<file path="src/rtl/muldiv_unit.sv">
// -----------------------------------------------------------------------------
// muldiv_unit
//   Iterative RV32M multiply/divide unit that sits in EX beside the integer ALU.
//   It executes MUL/MULH/MULHSU/MULHU/DIV/DIVU/REM/REMU, one radix-2 step per
//   cycle, behind a valid/ready handshake on both the request and result sides.
//
//   Multiplies use a shift-add loop on operand magnitudes, and the sign is
//   applied at the end. Divides use a restoring loop on magnitudes. The
//   quotient sign is sign(A)^sign(B), and the remainder takes the sign of A.
//   Divide-by-zero and signed overflow are resolved at accept time. They skip
//   the loop and go straight to DONE.
//
//   Optional feature macro: MULDIV_FAST_MUL_EN
//     defined   : all multiplies use one combinational product captured at
//                 accept, then IDLE->DONE directly.
//     undefined : multiplies run the iterative path like divides.
//
// Ports
//   clk        in   rising-edge clock
//   reset      in   synchronous, active-high reset
//   in_valid   in   request valid
//   in_ready   out  unit can accept a request (IDLE only)
//   Operation  in   funct3-style op code (000 MUL .. 111 REMU)
//   SrcA       in   rs1 operand (multiplicand / dividend)
//   SrcB       in   rs2 operand (multiplier / divisor)
//   out_valid  out  Result is valid, held until out_ready
//   out_ready  in   consumer accepts Result
//   Result     out  registered result
//   busy       out  high while computing or holding a result
// -----------------------------------------------------------------------------
module muldiv_unit #(
  parameter int DATA_WIDTH    = 32,
  parameter int OPCODE_LENGTH = 3
) (
  input  logic                     clk,
  input  logic                     reset,
  input  logic                     in_valid,
  output logic                     in_ready,
  input  logic [OPCODE_LENGTH-1:0] Operation,
  input  logic [DATA_WIDTH-1:0]    SrcA,
  input  logic [DATA_WIDTH-1:0]    SrcB,
  output logic                     out_valid,
  input  logic                     out_ready,
  output logic [DATA_WIDTH-1:0]    Result,
  output logic                     busy
);

  localparam int W     = DATA_WIDTH;
  localparam int CNT_W = $clog2(W);

  typedef enum logic [1:0] {
    S_IDLE = 2'd0,
    S_CALC = 2'd1,
    S_DONE = 2'd2
  } state_t;

  state_t           r_state;
  logic             r_in_ready;
  logic             r_out_valid;
  logic             r_busy;
  logic [W-1:0]     r_result;
  logic [CNT_W-1:0] r_count;
  logic [2:0]       r_op;
  logic [W-1:0]     r_hi;      // multiply: upper accumulator; divide: partial remainder
  logic [W-1:0]     r_lo;      // multiply: multiplier / low product; divide: dividend / quotient
  logic [W-1:0]     r_b;       // multiply: multiplicand magnitude; divide: divisor magnitude
  logic             r_neg_q;   // negate product or quotient at the end
  logic             r_neg_r;   // negate remainder at the end

  // ---------------------------------------------------------------------------
  // Accept-time decode, using the live request inputs
  // ---------------------------------------------------------------------------
  logic [2:0]   w_op;
  logic         w_is_div;
  logic         w_a_signed;
  logic         w_b_signed;
  logic         w_a_neg;
  logic         w_b_neg;
  logic [W-1:0] w_a_mag;
  logic [W-1:0] w_b_mag;
  logic         w_div_zero;
  logic         w_div_ovf;
  logic [W-1:0] w_special_res;

  always_comb begin
    w_op     = Operation[2:0];
    w_is_div = w_op[2];
    // MUL/MULH/MULHSU treat A as signed; MUL/MULH treat B as signed.
    // The low half of MUL is sign-agnostic, so treating it as signed is harmless.
    w_a_signed = w_is_div ? ~w_op[0] : (w_op[1:0] != 2'b11);
    w_b_signed = w_is_div ? ~w_op[0] : ~w_op[1];
    w_a_neg    = w_a_signed & SrcA[W-1];
    w_b_neg    = w_b_signed & SrcB[W-1];
    w_a_mag    = w_a_neg ? (~SrcA + 1'b1) : SrcA;
    w_b_mag    = w_b_neg ? (~SrcB + 1'b1) : SrcB;
    w_div_zero = w_is_div && (SrcB == '0);
    w_div_ovf  = w_is_div && !w_op[0] &&
                 (SrcA == {1'b1, {(W-1){1'b0}}}) && (SrcB == {W{1'b1}});
    if (w_div_zero) begin
      w_special_res = w_op[1] ? SrcA : {W{1'b1}};
    end else begin
      // Overflow case: the quotient is the dividend (MIN_NEG), and the remainder is 0.
      w_special_res = w_op[1] ? '0 : SrcA;
    end
  end

`ifdef MULDIV_FAST_MUL_EN
  logic [2*W-1:0] w_fast_mag;
  logic [2*W-1:0] w_fast_prod;
  logic [W-1:0]   w_fast_res;

  always_comb begin
    w_fast_mag  = {{W{1'b0}}, w_a_mag} * {{W{1'b0}}, w_b_mag};
    w_fast_prod = (w_a_neg ^ w_b_neg) ? (~w_fast_mag + 1'b1) : w_fast_mag;
    w_fast_res  = (w_op[1:0] == 2'b00) ? w_fast_prod[W-1:0] : w_fast_prod[2*W-1:W];
  end
`endif

  // ---------------------------------------------------------------------------
  // One radix-2 step (shift-add or restoring subtract) plus the final result
  // ---------------------------------------------------------------------------
  logic [W:0]     w_add;
  logic [W:0]     w_shift;
  logic [W:0]     w_diff;
  logic [W-1:0]   w_hi_next;
  logic [W-1:0]   w_lo_next;
  logic [2*W-1:0] w_prod;
  logic [2*W-1:0] w_prod_s;
  logic [W-1:0]   w_quo;
  logic [W-1:0]   w_rem;
  logic [W-1:0]   w_final;

  always_comb begin
    w_add   = {1'b0, r_hi} + (r_lo[0] ? {1'b0, r_b} : {(W+1){1'b0}});
    w_shift = {r_hi, r_lo[W-1]};
    w_diff  = w_shift - {1'b0, r_b};
    if (r_op[2]) begin
      // The partial remainder always stays below the divisor, so when the
      // subtraction does not borrow, its low W bits hold the whole new remainder.
      if (!w_diff[W]) begin
        w_hi_next = w_diff[W-1:0];
        w_lo_next = {r_lo[W-2:0], 1'b1};
      end else begin
        w_hi_next = w_shift[W-1:0];
        w_lo_next = {r_lo[W-2:0], 1'b0};
      end
    end else begin
      // The carry of the add shifts into the top of the accumulator.
      w_hi_next = w_add[W:1];
      w_lo_next = {w_add[0], r_lo[W-1:1]};
    end

    w_prod   = {w_hi_next, w_lo_next};
    w_prod_s = r_neg_q ? (~w_prod + 1'b1) : w_prod;
    w_quo    = r_neg_q ? (~w_lo_next + 1'b1) : w_lo_next;
    w_rem    = r_neg_r ? (~w_hi_next + 1'b1) : w_hi_next;

    if (r_op[2]) begin
      w_final = r_op[1] ? w_rem : w_quo;
    end else if (r_op[1:0] == 2'b00) begin
      w_final = w_prod_s[W-1:0];
    end else begin
      w_final = w_prod_s[2*W-1:W];
    end
  end

  // ---------------------------------------------------------------------------
  // Control FSM with registered handshake outputs
  // ---------------------------------------------------------------------------
  always_ff @(posedge clk) begin
    if (reset) begin
      r_state     <= S_IDLE;
      r_in_ready  <= 1'b1;
      r_out_valid <= 1'b0;
      r_busy      <= 1'b0;
      r_result    <= '0;
      r_count     <= '0;
      r_op        <= '0;
      r_hi        <= '0;
      r_lo        <= '0;
      r_b         <= '0;
      r_neg_q     <= 1'b0;
      r_neg_r     <= 1'b0;
    end else begin
      case (r_state)
        S_IDLE: begin
          if (in_valid && r_in_ready) begin
            r_op    <= w_op;
            r_neg_q <= w_a_neg ^ w_b_neg;
            r_neg_r <= w_a_neg;
            r_hi    <= '0;
            if (w_is_div) begin
              r_lo <= w_a_mag;
              r_b  <= w_b_mag;
            end else begin
              r_lo <= w_b_mag;
              r_b  <= w_a_mag;
            end
            r_in_ready <= 1'b0;
            r_busy     <= 1'b1;
            if (w_div_zero || w_div_ovf) begin
              r_result    <= w_special_res;
              r_out_valid <= 1'b1;
              r_state     <= S_DONE;
            end
`ifdef MULDIV_FAST_MUL_EN
            else if (!w_is_div) begin
              r_result    <= w_fast_res;
              r_out_valid <= 1'b1;
              r_state     <= S_DONE;
            end
`endif
            else begin
              r_count <= CNT_W'(W - 1);
              r_state <= S_CALC;
            end
          end
        end

        S_CALC: begin
          r_hi <= w_hi_next;
          r_lo <= w_lo_next;
          if (r_count == '0) begin
            // The last step's result is formed from w_*_next, so the answer
            // reaches the register in the same cycle as the step.
            r_result    <= w_final;
            r_out_valid <= 1'b1;
            r_state     <= S_DONE;
          end else begin
            r_count <= r_count - 1'b1;
          end
        end

        S_DONE: begin
          if (out_ready) begin
            r_out_valid <= 1'b0;
            r_busy      <= 1'b0;
            r_in_ready  <= 1'b1;
            r_state     <= S_IDLE;
          end
        end

        default: begin
          r_state     <= S_IDLE;
          r_in_ready  <= 1'b1;
          r_out_valid <= 1'b0;
          r_busy      <= 1'b0;
        end
      endcase
    end
  end

  assign in_ready  = r_in_ready;
  assign out_valid = r_out_valid;
  assign Result    = r_result;
  assign busy      = r_busy;

endmodule

</file>
<file path="config.mk">
export PLATFORM = sky130hd
export DESIGN_NAME = muldiv_unit
export DESIGN_NICKNAME = d
export VERILOG_FILES = /design/src/rtl/muldiv_unit.sv
export SDC_FILE = /design/constraint.sdc
export NUM_CORES = 1
export LEC_CHECK = 0
export CAP_MARGIN = 30
export CORE_MARGIN = 1
export CORE_UTILIZATION = 25
export CTS_CLUSTER_DIAMETER = 150
export DETAILED_ROUTE_END_ITERATION = 6
export PLACE_DENSITY = 0.43
export SYNTH_ARGS = -nofsm -noshare
export SYNTH_HDL_FRONTEND = slang
export SYNTH_SLANG_ARGS = --single-unit
</file>
<file path="constraint.sdc">
create_clock -name clk -period 6.25 [get_ports clk]
set_clock_uncertainty 0.1 [all_clocks]
set_input_delay 1.5625 -clock clk [delete_from_list [all_inputs] [get_ports clk]]
set_output_delay 1.5625 -clock clk [all_outputs]
set_load 0.03 [all_outputs]
</file>
==> After elaboration in Yosys (flattened, before gate mapping) <==
Index checks and enable logic that the tools add are counted.
Widths: inputs -> output; s select.
{ "op_classes": {"n_bitwise": 11, "eq_ne": 11, "muxes": 47, "add_sub_neg": 8, "n_reduce_logical": 19} }
{ "op_table": {"columns": ["cell", "n"], "rows": [
  ["$mux 32", 21],
  ["$pmux 32 s2", 3],
  ["$add 32x1->32 const B", 4],
  ["$not 32->32", 4],
  ["$add 64x1->64 const B", 1],
  ["$eq 32x32->1 const B", 2],
  ["$mux 64", 1],
  ["$not 64->64", 1],
  ["$add 32x32->33", 1],
  ["$sub 33x32->33", 1],
  ["$logic_not 32->1", 1],
  ["$mux 5", 3],
  ["$ne 2x2->1 const B", 7],
  ["$reduce_and 4->1", 3],
  ["$mux 1", 10],
  ["$pmux 5 s2", 1],
  ["$pmux 1 s3", 3],
  ["$mux 2", 4],
  ["$pmux 2 s3", 1],
  ["$reduce_and 3->1", 2],
  ["$logic_and 1x1->1", 5],
  ["$logic_not 5->1", 1],
  ["$sub 5x1->5 const B", 1],
  ["$logic_not 2->1", 2],
  ["9 further kinds", 13]
]} }
{ "totals": {"ff_bits": 143, "wordCells": 108, "output_inout_bits": 35} }

==> Logic depth before layout (Yosys ltp) <==
Gate-level depths: netlist of run 1.
{ "logic_depth": {"depth_word": 10, "depth_mapped": 26, "ltp_nobuf": 23} }

==> Worst setup path before layout of run 1 <==
OpenSTA, ideal clock, no wires.
{ "synth_path": {"path_kind": "reg-to-reg", "from": "reg r_lo[31]", "to": "reg r_result[8] (netlist: Result[8])", "setup_slack_ns": 0.362, "setup_ns": 0.133, "stages_incl_launch_ff": 25, "required_time_ns": 6.017, "t_arrival_ns": 5.655, "path_buffers": 3, "cell_sequence": "dfxtp_1 inv_1 ha_1 fa_1 nand2b_1 a211oi_4 a21oi_2 o41ai_4 a21oi_4 xnor2_4 buf_6 buf_4 nor2_1 a21oi_1 ha_1 o21ai_0 or3_1 or3_1 or4_1 clkbuf_1 o21ai_0 xor2_1 a211oi_1 a2111oi_0 nor3_1"} }
{ "synth_between": {"elab_chain_len": 10} }
{ "synth_rtl": {"columns": ["item", "line", "rtl"], "rows": [
  ["start, declared", "65", "logic [W-1:0] r_lo;"],
  ["start signal, assigned", "193", "r_lo <= w_a_mag;"],
  ["start signal, assigned", "196", "r_lo <= w_b_mag;"],
  ["start signal, assigned", "222", "r_lo <= w_lo_next;"],
  ["$sub 33x32->33", "136", "w_diff = w_shift - {1'b0, r_b};"],
  ["$mux 1 / $mux 32 (equally long branches)", "140", "if (!w_diff[W]) begin"],
  ["$mux 32", "137", "if (r_op[2]) begin"],
  ["$not 64->64 (tied with other cells)", "154", "w_prod_s = r_neg_q ? (~w_prod + 1'b1) : w_prod;"],
  ["$add 64x1->64 (tied with other cells)", "154", null],
  ["$mux 64 (tied with other cells)", "154", null],
  ["$mux 32, on equally long branches", "160, 159", null],
  ["$mux 32 *", "158", "if (r_op[2]) begin"],
  ["$mux 32 *", "223", "if (r_count == '0) begin"],
  ["$pmux 32 s2 *", "185", "case (r_state)"],
  ["end signal, assigned", "202", "r_result <= w_special_res;"],
  ["end signal, assigned", "226", "r_result <= w_final;"],
  ["end, declared", "61", "logic [W-1:0] r_result;"]
]} }
Mark *: on every way between the ends. The rest lies on a longest branch, timed or not. The select of a mux whose other input is x is not followed.
A chain may end at the register's enable or synchronous reset.

==> Worst setup path in the final report of run 1 <==
{ "layout_path": {"from": "reg r_lo[31]", "to": "reg r_result[12] (netlist: Result[12])"} }
Same word-level chain as after synthesis.

==> results.py, run 1 <==
metrics = {
    "global_routing": {
        "grt_util_met1": 0.327,
        "grt_pass1_vias": 17447,
        "grt_max_degree": 82,
        "grt_overflow_total": 0,
        "use_met3": 0.0369,
        "grt_pass1_wl_mm": 119,
        "grt_util_all_layers": 0.240,
        "grt_antenna_before_repair": 1,
        "top_usage_layer": "met2",
        "grt_use_met2": 0.381,
    },
    "critical_path": {
        "cpLargestDelayFamily": "compound AO/OA/AOI/OAI gates",
        "startpoint_type": "flip-flop",
        "cp_data_arrival_time_ns": 6.11,
        "rr_worst_depth": 21,
        "reg2reg_to": "Result[12]",
        "rrSetupSlack_ns": 0.44,
        "slowest_stage": "or4_4",
        "cp_max_fo": 12,
        "cp-end-kind": "flip-flop",
        "cp_cell_sequence": "inv_1 > ha_1 > fa_1 > nand2b_1 > a211oi_4 > a21oi_2 > o41ai_4 > a21oi_4 > xnor2_4 > nor2_1 > a21oi_1 > ha_1 > o21ai_0 > or3_1 > or3_1 > or4_4 > inv_1 > a21boi_0 > xnor2_1 > o221ai_1 > a32o_1",
        "slowest_delay_ns": 0.54,
        "worstSetupStartpoint": "r_lo[31]",
        "crit_buf_inv": 2,
        "crit_type": "reg -> reg",
        "required_ns": 6.55,
        "worstReg2RegStart": "r_lo[31]",
    },
    "timing": {
        "fmax_mhz": 172,
        "rsz0062_at_grt": "no",
        "finalHoldViolCount": 0,
        "period_minus_slack_ns": 5.81,
        "finalMaxSlewViolations": 0,
        "period_share": 0.930,
        "setup_viol": 0,
        "whs_ns": 0.354,
        "tightest_slew_ns": 1.05,
        "setup_tns_ns": 0,
        "max-slew-margin-rel": 0.281,
    },
    "routing": {
        "routed_via_density": 5.62,
        "drc_errors": 0,
        "ant_nets": 0,
        "dr.pass1.iters": 5,
        "drt_wl_total_mm": 81.9,
        "wire_per_inst_microns": 24.7,
        "dr.first_iter.drc_count": 2008,
        "vias": 18647,
    },
    "cts": {
        "post_cts_buffers": 0,
        "cts_tree": "yes",
        "cts_resized": 0,
        "clkTransAtPathRegs_ns": 0.07,
        "clockBufferDepth": 2,
        "postCtsHoldBufs": 0,
        "clk_latency_ns": 0.51,
        "cts.sinks": 143,
        "h-tree-depth": 4,
        "root_buffer": "clkbuf_16",
        "cts_buffers": 17,
    },
    "pwr": {
        "p_leak_nw": 7.01,
        "peakVddDrop_mv": 0.277,
        "power.density_nw_per_um2": 286,
    },
    "worst_hold_path": {
        "hp-start": "r_b[15]",
        "whs_path_depth": 2,
        "hold_path.class": "reg -> reg",
        "hold_end": "r_b[15]",
    },
    "logic_synthesis": {
        "ys_top_cells_by_area": "dfxtp_1, nor2_1, a21oi_1",
        "ys_async_sr_fraction": 0,
        "ys_seq_area_frac": 0.172,
        "avgSynthCellArea_sq_um": 6.90,
        "netlist.area_leader.share": 0.172,
        "synth_nets": 2555,
        "syn_area_sq_um": 16600,
        "yosys_register_bits": 143,
        "synth.distinct_cells": 108,
        "ys.flop_type": "dfxtp_1",
        "synth_area_leader_cell": "dfxtp_1",
        "ys_warn_count": 0,
        "synth_edf_count": 0,
        "netlist_instances": 2411,
    },
    "floorplanning": {
        "num_rows": 94,
        "die_h_microns": 260,
        "coreArea_sq_um": 65900,
        "dieArea_sq_um": 67600,
        "io_pins": 106,
        "start_util": 0.253,
        "die_width_microns": 260,
    },
    "finish": {
        "seq_area_sq_um": 2870,
        "num_antenna_cells": 0,
        "nFillCells": 7254,
        "post-route-util": 0.293,
        "nets": 2587,
        "drive_gt1_frac": 0.0761,
        "synthToLayoutAreaGrowth_pct": 15.9,
        "multi_input_area_sq_um": 12900,
    },
    "placement": {
        "place_congestion": 0.961,
        "hpwl_mm": 65.1,
        "numPortBuffers": 105,
    },
    "outcome": {
        "status": "completed",
    },
    "job": {
        "maxCapViolCount": 0,
    },
}
worst max path at each step:
| stage | end | slack [ns] | depth (start not counted) |
|---|---|---|---|
| 2_1_floorplan | Result[8] | 0.36 | 24 |
| 3_3_place_gp | Result[18] | 0.21 | 14 |
| 3_5_place_dp | Result[18] | 0.14 | 14 |
| 4_1_cts | Result[12] | 0.25 | 21 |
| 5_1_grt | Result[8] | 0.13 | 21 |
| 6_report | Result[12] | 0.44 | 21 |
synth_stat cells, types with 6 or more instances:
library cell,number
a21oi_1,223
and2_1,15
a31oi_1,46
xor2_1,69
a211oi_1,43
nand2b_1,22
a221o_1,6
nor2_1,333
a311oi_1,9
xnor2_1,116
o21ai_1,14
a211o_1,6
buf_2,12
buf_1,16
or4_1,11
a22oi_1,7
o22ai_1,7
a21o_1,26
and3_1,20
a221oi_1,37
o21bai_1,10
maj3_1,24
o31ai_1,28
inv_1,72
mux2_2,18
nor4b_1,9
nand3_1,61
a21boi_0,6
o21ai_0,129
mux2i_1,37
dfxtp_1,143
or3_1,22
nand2_1,275
nand4_1,32
nor2b_1,12
ha_1,71
o211ai_1,43
nor3_1,75
a2111oi_0,6
nor4_1,23
or2_2,12
o221ai_1,11
clkbuf_1,122
o21a_1,7
logic make-up (layout without fill, tap and decap cells):
kind of cell | Yosys count | count (layout) | share of synthesized area
simple gates | 953 | 953 | 0.265
compound gates | 743 | 743 | 0.301
buf+inv | 233 | 278 | 0.0558
xor+xnor | 187 | 187 | 0.101
flops | 143 | 143 | 0.172
fa+ha+maj | 97 | 97 | 0.0702
mux | 55 | 55 | 0.0344
worst register-to-register path: stages, from the launching register on:
cell	delay, ns
dfxtp_1	0.33
inv_1	0.06
ha_1	0.22
fa_1	0.41
nand2b_1	0.22
a211oi_4	0.28
a21oi_2	0.13
o41ai_4	0.48
a21oi_4	0.20
xnor2_4	0.18
nor2_1	0.09
a21oi_1	0.19
ha_1	0.19
o21ai_0	0.13
or3_1	0.38
or3_1	0.40
or4_4	0.54
inv_1	0.33
a21boi_0	0.18
xnor2_1	0.18
o221ai_1	0.20
a32o_1	0.31
cells in the final DEF (no fill, tap or decap), types with 12 or more instances in the layout:
| cell type | netlist | routed |
|---|---|---|
| a211oi_1 | 43 | 41 |
| a21o_1 | 26 | 26 |
| a21oi_1 | 223 | 222 |
| a221oi_1 | 37 | 37 |
| a31oi_1 | 46 | 46 |
| and2_1 | 15 | 15 |
| and3_1 | 20 | 20 |
| buf_4 | 2 | 62 |
| clkbuf_16 | 0 | 17 |
| clkdlybuf4s50_1 | 0 | 103 |
| dfxtp_1 | 143 | 141 |
| ha_1 | 71 | 71 |
| inv_1 | 72 | 72 |
| maj3_1 | 24 | 24 |
| mux2_2 | 18 | 18 |
| mux2i_1 | 37 | 37 |
| nand2_1 | 275 | 275 |
| nand2b_1 | 22 | 21 |
| nand3_1 | 61 | 61 |
| nand4_1 | 32 | 32 |
| nor2_1 | 333 | 332 |
| nor3_1 | 75 | 74 |
| nor4_1 | 23 | 23 |
| o211ai_1 | 43 | 43 |
| o21ai_0 | 129 | 129 |
| o21ai_1 | 14 | 14 |
| o31ai_1 | 28 | 28 |
| or2_2 | 12 | 12 |
| or3_1 | 22 | 21 |
| xnor2_1 | 116 | 116 |
| xor2_1 | 69 | 69 |
state kept, by name (all words and copies together) (netlist names):
name	count
r_lo	32
r_neg_r	1
r_hi	32
out_valid	1
r_state	2
r_neg_q	1
r_op	3
r_b	32
busy	1
r_count	5
in_ready	1
Result	32
through the flow:
step | total power, mW | instances | setup slack (ns) | cell area (sq um)
3_5_place_dp | 4.35 | 3287 | 0.137 | 18700
3_3_place_gp | 4.35 | 3282 | 0.205 | 18600
2_1_floorplan | 3.17 | 2411 | 0.362 | 16600
6_report | 5.52 | 3320 | 0.436 | 19300
4_1_cts | 5.50 | 3319 | 0.250 | 19300
5_1_grt | 5.81 | 3320 | 0.126 | 19300
power breakdown:
part	internal (mW)	switching [mW]	leakage [nW]	total, mW
sequential	1.03	0.141	1.17	1.17
clock	0.616	0.513	0.289	1.13
combinational	1.04	2.17	5.55	3.22
total	2.69	2.83	7.01	5.52
area by class of cell:
| class | instances | share of cell area |
|---|---|---|
| flip-flops and latches | 143 | 0.149 |
| clock buffers | 19 | 0.0235 |
| multi-input cells | 2035 | 0.669 |
| well taps | 864 | 0.0560 |
| clock inverters | 13 | 0.00785 |
| inverters | 76 | 0.0148 |
| repair buffers | 170 | 0.0804 |
metal layers:
metal | share of wire | up-vias
met5 | 0.00017 | -
met4 | 0.028 | 2
met3 | 0.063 | 90
met2 | 0.45 | 598
met1 | 0.45 | 9075
li1 | - | 8882
(Power assumes the default switching activity.)
==> run 2, diff against run 1 <==
Settings changed: CORE_MARGIN 1 to unset, CORE_UTILIZATION 25 to 60, DONT_BUFFER_PORTS set to 1, PLACE_DENSITY 0.43 to 0.8.
==> run 2 against run 1 <==
  * Maximum frequency decreased by 2.9%
  * Sequential share of layout area increased by 1.5 points
  * Register-to-register slack got worse by 0.17 ns
  * Combinational power decreased by 9.6%
  * Via count increased by 5.5%
  * Final cell count decreased by 19%
  * Sequential power increased by 5%
  * Largest cell class unchanged
  * Largest power group unchanged
  * Highest routed layer unchanged
==> results.py, run 2 (synthesis gave the netlist of run 1 again) <==
metrics = {
    "outcome": {
        "status": "completed",
    },
    "floorplanning": {
        "dieArea_sq_um": 28400,
        "start_util": 0.614,
        "die_width_microns": 169,
        "die_h_microns": 169,
        "num_rows": 60,
        "coreArea_sq_um": 27100,
        "io_pins": 106,
    },
    "cts": {
        "cts_tree": "yes",
        "cts_buffers": 17,
        "clkTransAtPathRegs_ns": 0.08,
        "clk_latency_ns": 0.46,
        "clockBufferDepth": 2,
        "h-tree-depth": 4,
        "cts.sinks": 143,
        "root_buffer": "clkbuf_16",
    },
    "timing": {
        "finalMaxSlewViolations": 0,
        "setup_viol": 0,
        "tightest_slew_ns": 1.08,
        "period_share": 0.958,
        "rsz0062_at_grt": "no",
        "fin_ws_ns": 0.262,
        "setup_tns_ns": 0,
        "max-slew-margin-rel": 0.276,
        "period_minus_slack_ns": 5.99,
        "fmax_mhz": 167,
        "finalHoldViolCount": 0,
    },
    "pwr": {
        "p_leak_nw": 6.51,
        "power.density_nw_per_um2": 302,
        "peakVddDrop_mv": 0.225,
    },
    "routing": {
        "dr.first_iter.drc_count": 3281,
        "ant_nets": 0,
        "wire_per_inst_microns": 26.2,
        "drc_errors": 0,
        "drt_wl_total_mm": 70.9,
        "routed_via_density": 7.28,
        "vias": 19679,
        "dr.pass1.iters": 7,
    },
    "global_routing": {
        "grt_overflow_total": 0,
        "grt_pass1_wl_mm": 105,
        "grt_pass1_vias": 17286,
        "grt_util_all_layers": 0.484,
        "grt_max_degree": 138,
        "grt_antenna_before_repair": 3,
    },
    "critical_path": {
        "cp_data_arrival_time_ns": 6.22,
        "required_ns": 6.48,
        "worstReg2RegStart": "r_lo[31]",
        "rr_worst_depth": 22,
        "reg2reg_to": "Result[8]",
        "cp_max_fo": 7,
        "cp-end-kind": "flip-flop",
        "crit_type": "reg -> reg",
        "rrSetupSlack_ns": 0.26,
        "startpoint_type": "flip-flop",
    },
    "placement": {
        "dp_slack_ns": 0.378,
        "numPortBuffers": 0,
        "hpwl_mm": 53.3,
        "place_congestion": 1.05,
    },
    "finish": {
        "drive_gt1_frac": 0.0687,
        "nFillCells": 2491,
        "layout_commonest_cell": "nor2_1",
        "nets": 2460,
        "final_cell_mix": "nor2_1, nand2_1, a21oi_1",
        "synthToLayoutAreaGrowth_pct": 4.99,
    },
    "worst_hold_path": {
        "hold_end": "r_b[28]",
        "hp-start": "r_b[28]",
        "whs_path_depth": 2,
        "hold_path.class": "reg -> reg",
    },
    "job": {
        "maxCapViolCount": 0,
    },
}
## run 2: routing by layer
metal | routed length [microns] | vias up | global-route usage | share of wire
met5 | 26 | - | 0 | 0.00037
met4 | 4790 | 4 | 0.262 | 0.068
li1 | - | 8616 | - | -
met3 | 9370 | 326 | 0.136 | 0.13
met2 | 29300 | 1533 | 0.719 | 0.41
met1 | 27400 | 9200 | 0.632 | 0.39
## run 2: how the worst max path moves through the flow
stage	startpoint	end	slack, ns	cells after the start
floorplan	r_lo[31]	Result[8]	0.36	24
global placement	r_lo[31]	Result[8]	0.46	21
detailed placement	r_lo[31]	Result[8]	0.38	21
CTS	r_lo[31]	Result[12]	0.28	21
global route	r_lo[31]	Result[8]	0.02	22
finish	r_lo[31]	Result[8]	0.26	22
## run 2: power by group
part / leakage, nW / switching, mW / total [mW] / internal, mW
sequential: 1.17 / 0.202 / 1.23 / 1.03
clock: 0.304 / 0.518 / 1.13 / 0.612
combinational: 5.04 / 1.96 / 2.91 / 0.946
total: 6.51 / 2.68 / 5.27 / 2.59
## run 2: what timing repair did
item,4_1_cts,5_1_grt
endpoints found under the setup margin,0,6
hold buffers,0,0
resized for setup,0,1
setup buffers,0,3
## run 2: cell type report
cell class / count / area [sq um] / area share
tap: 372 / 465 / 0.0266
antenna: 1 / 2.50 / 0.000143
inverter: 76 / 285 / 0.0163
clock buffer: 17 / 425 / 0.0244
timing repair buffer: 43 / 347 / 0.0198
multi-input combinational: 2035 / 12900 / 0.738
clock inverter: 15 / 189 / 0.0108
sequential: 143 / 2870 / 0.164
## run 2: metrics by stage
stage	std cells	hold WS, ns	utilization	instance area [sq um]	total power, mW
floorplan	2411	0.332	-	16600	3.17
global placement	2663	0.336	0.619	16800	3.92
detailed placement	2664	0.342	0.620	16800	3.96
CTS	2696	0.352	0.642	17400	5.08
global route	2701	0.381	0.644	17500	5.44
finish	2702	0.355	0.645	17500	5.27
## run 2: critical path, stage by stage (launching register included)
cell	delay (ns)
dfxtp_1	0.33
inv_1	0.07
ha_1	0.23
fa_1	0.41
nand2b_1	0.24
a211oi_4	0.43
a21oi_2	0.14
o41ai_4	0.47
buf_4	0.24
a21o_1	0.15
nand2_1	0.06
a31oi_1	0.40
inv_1	0.17
ha_1	0.36
nand2b_1	0.11
nor4_1	0.05
mux2_2	0.36
o21bai_1	0.56
o21ai_0	0.22
xor2_1	0.19
a211oi_1	0.09
a2111oi_0	0.40
nor3_1	0.08
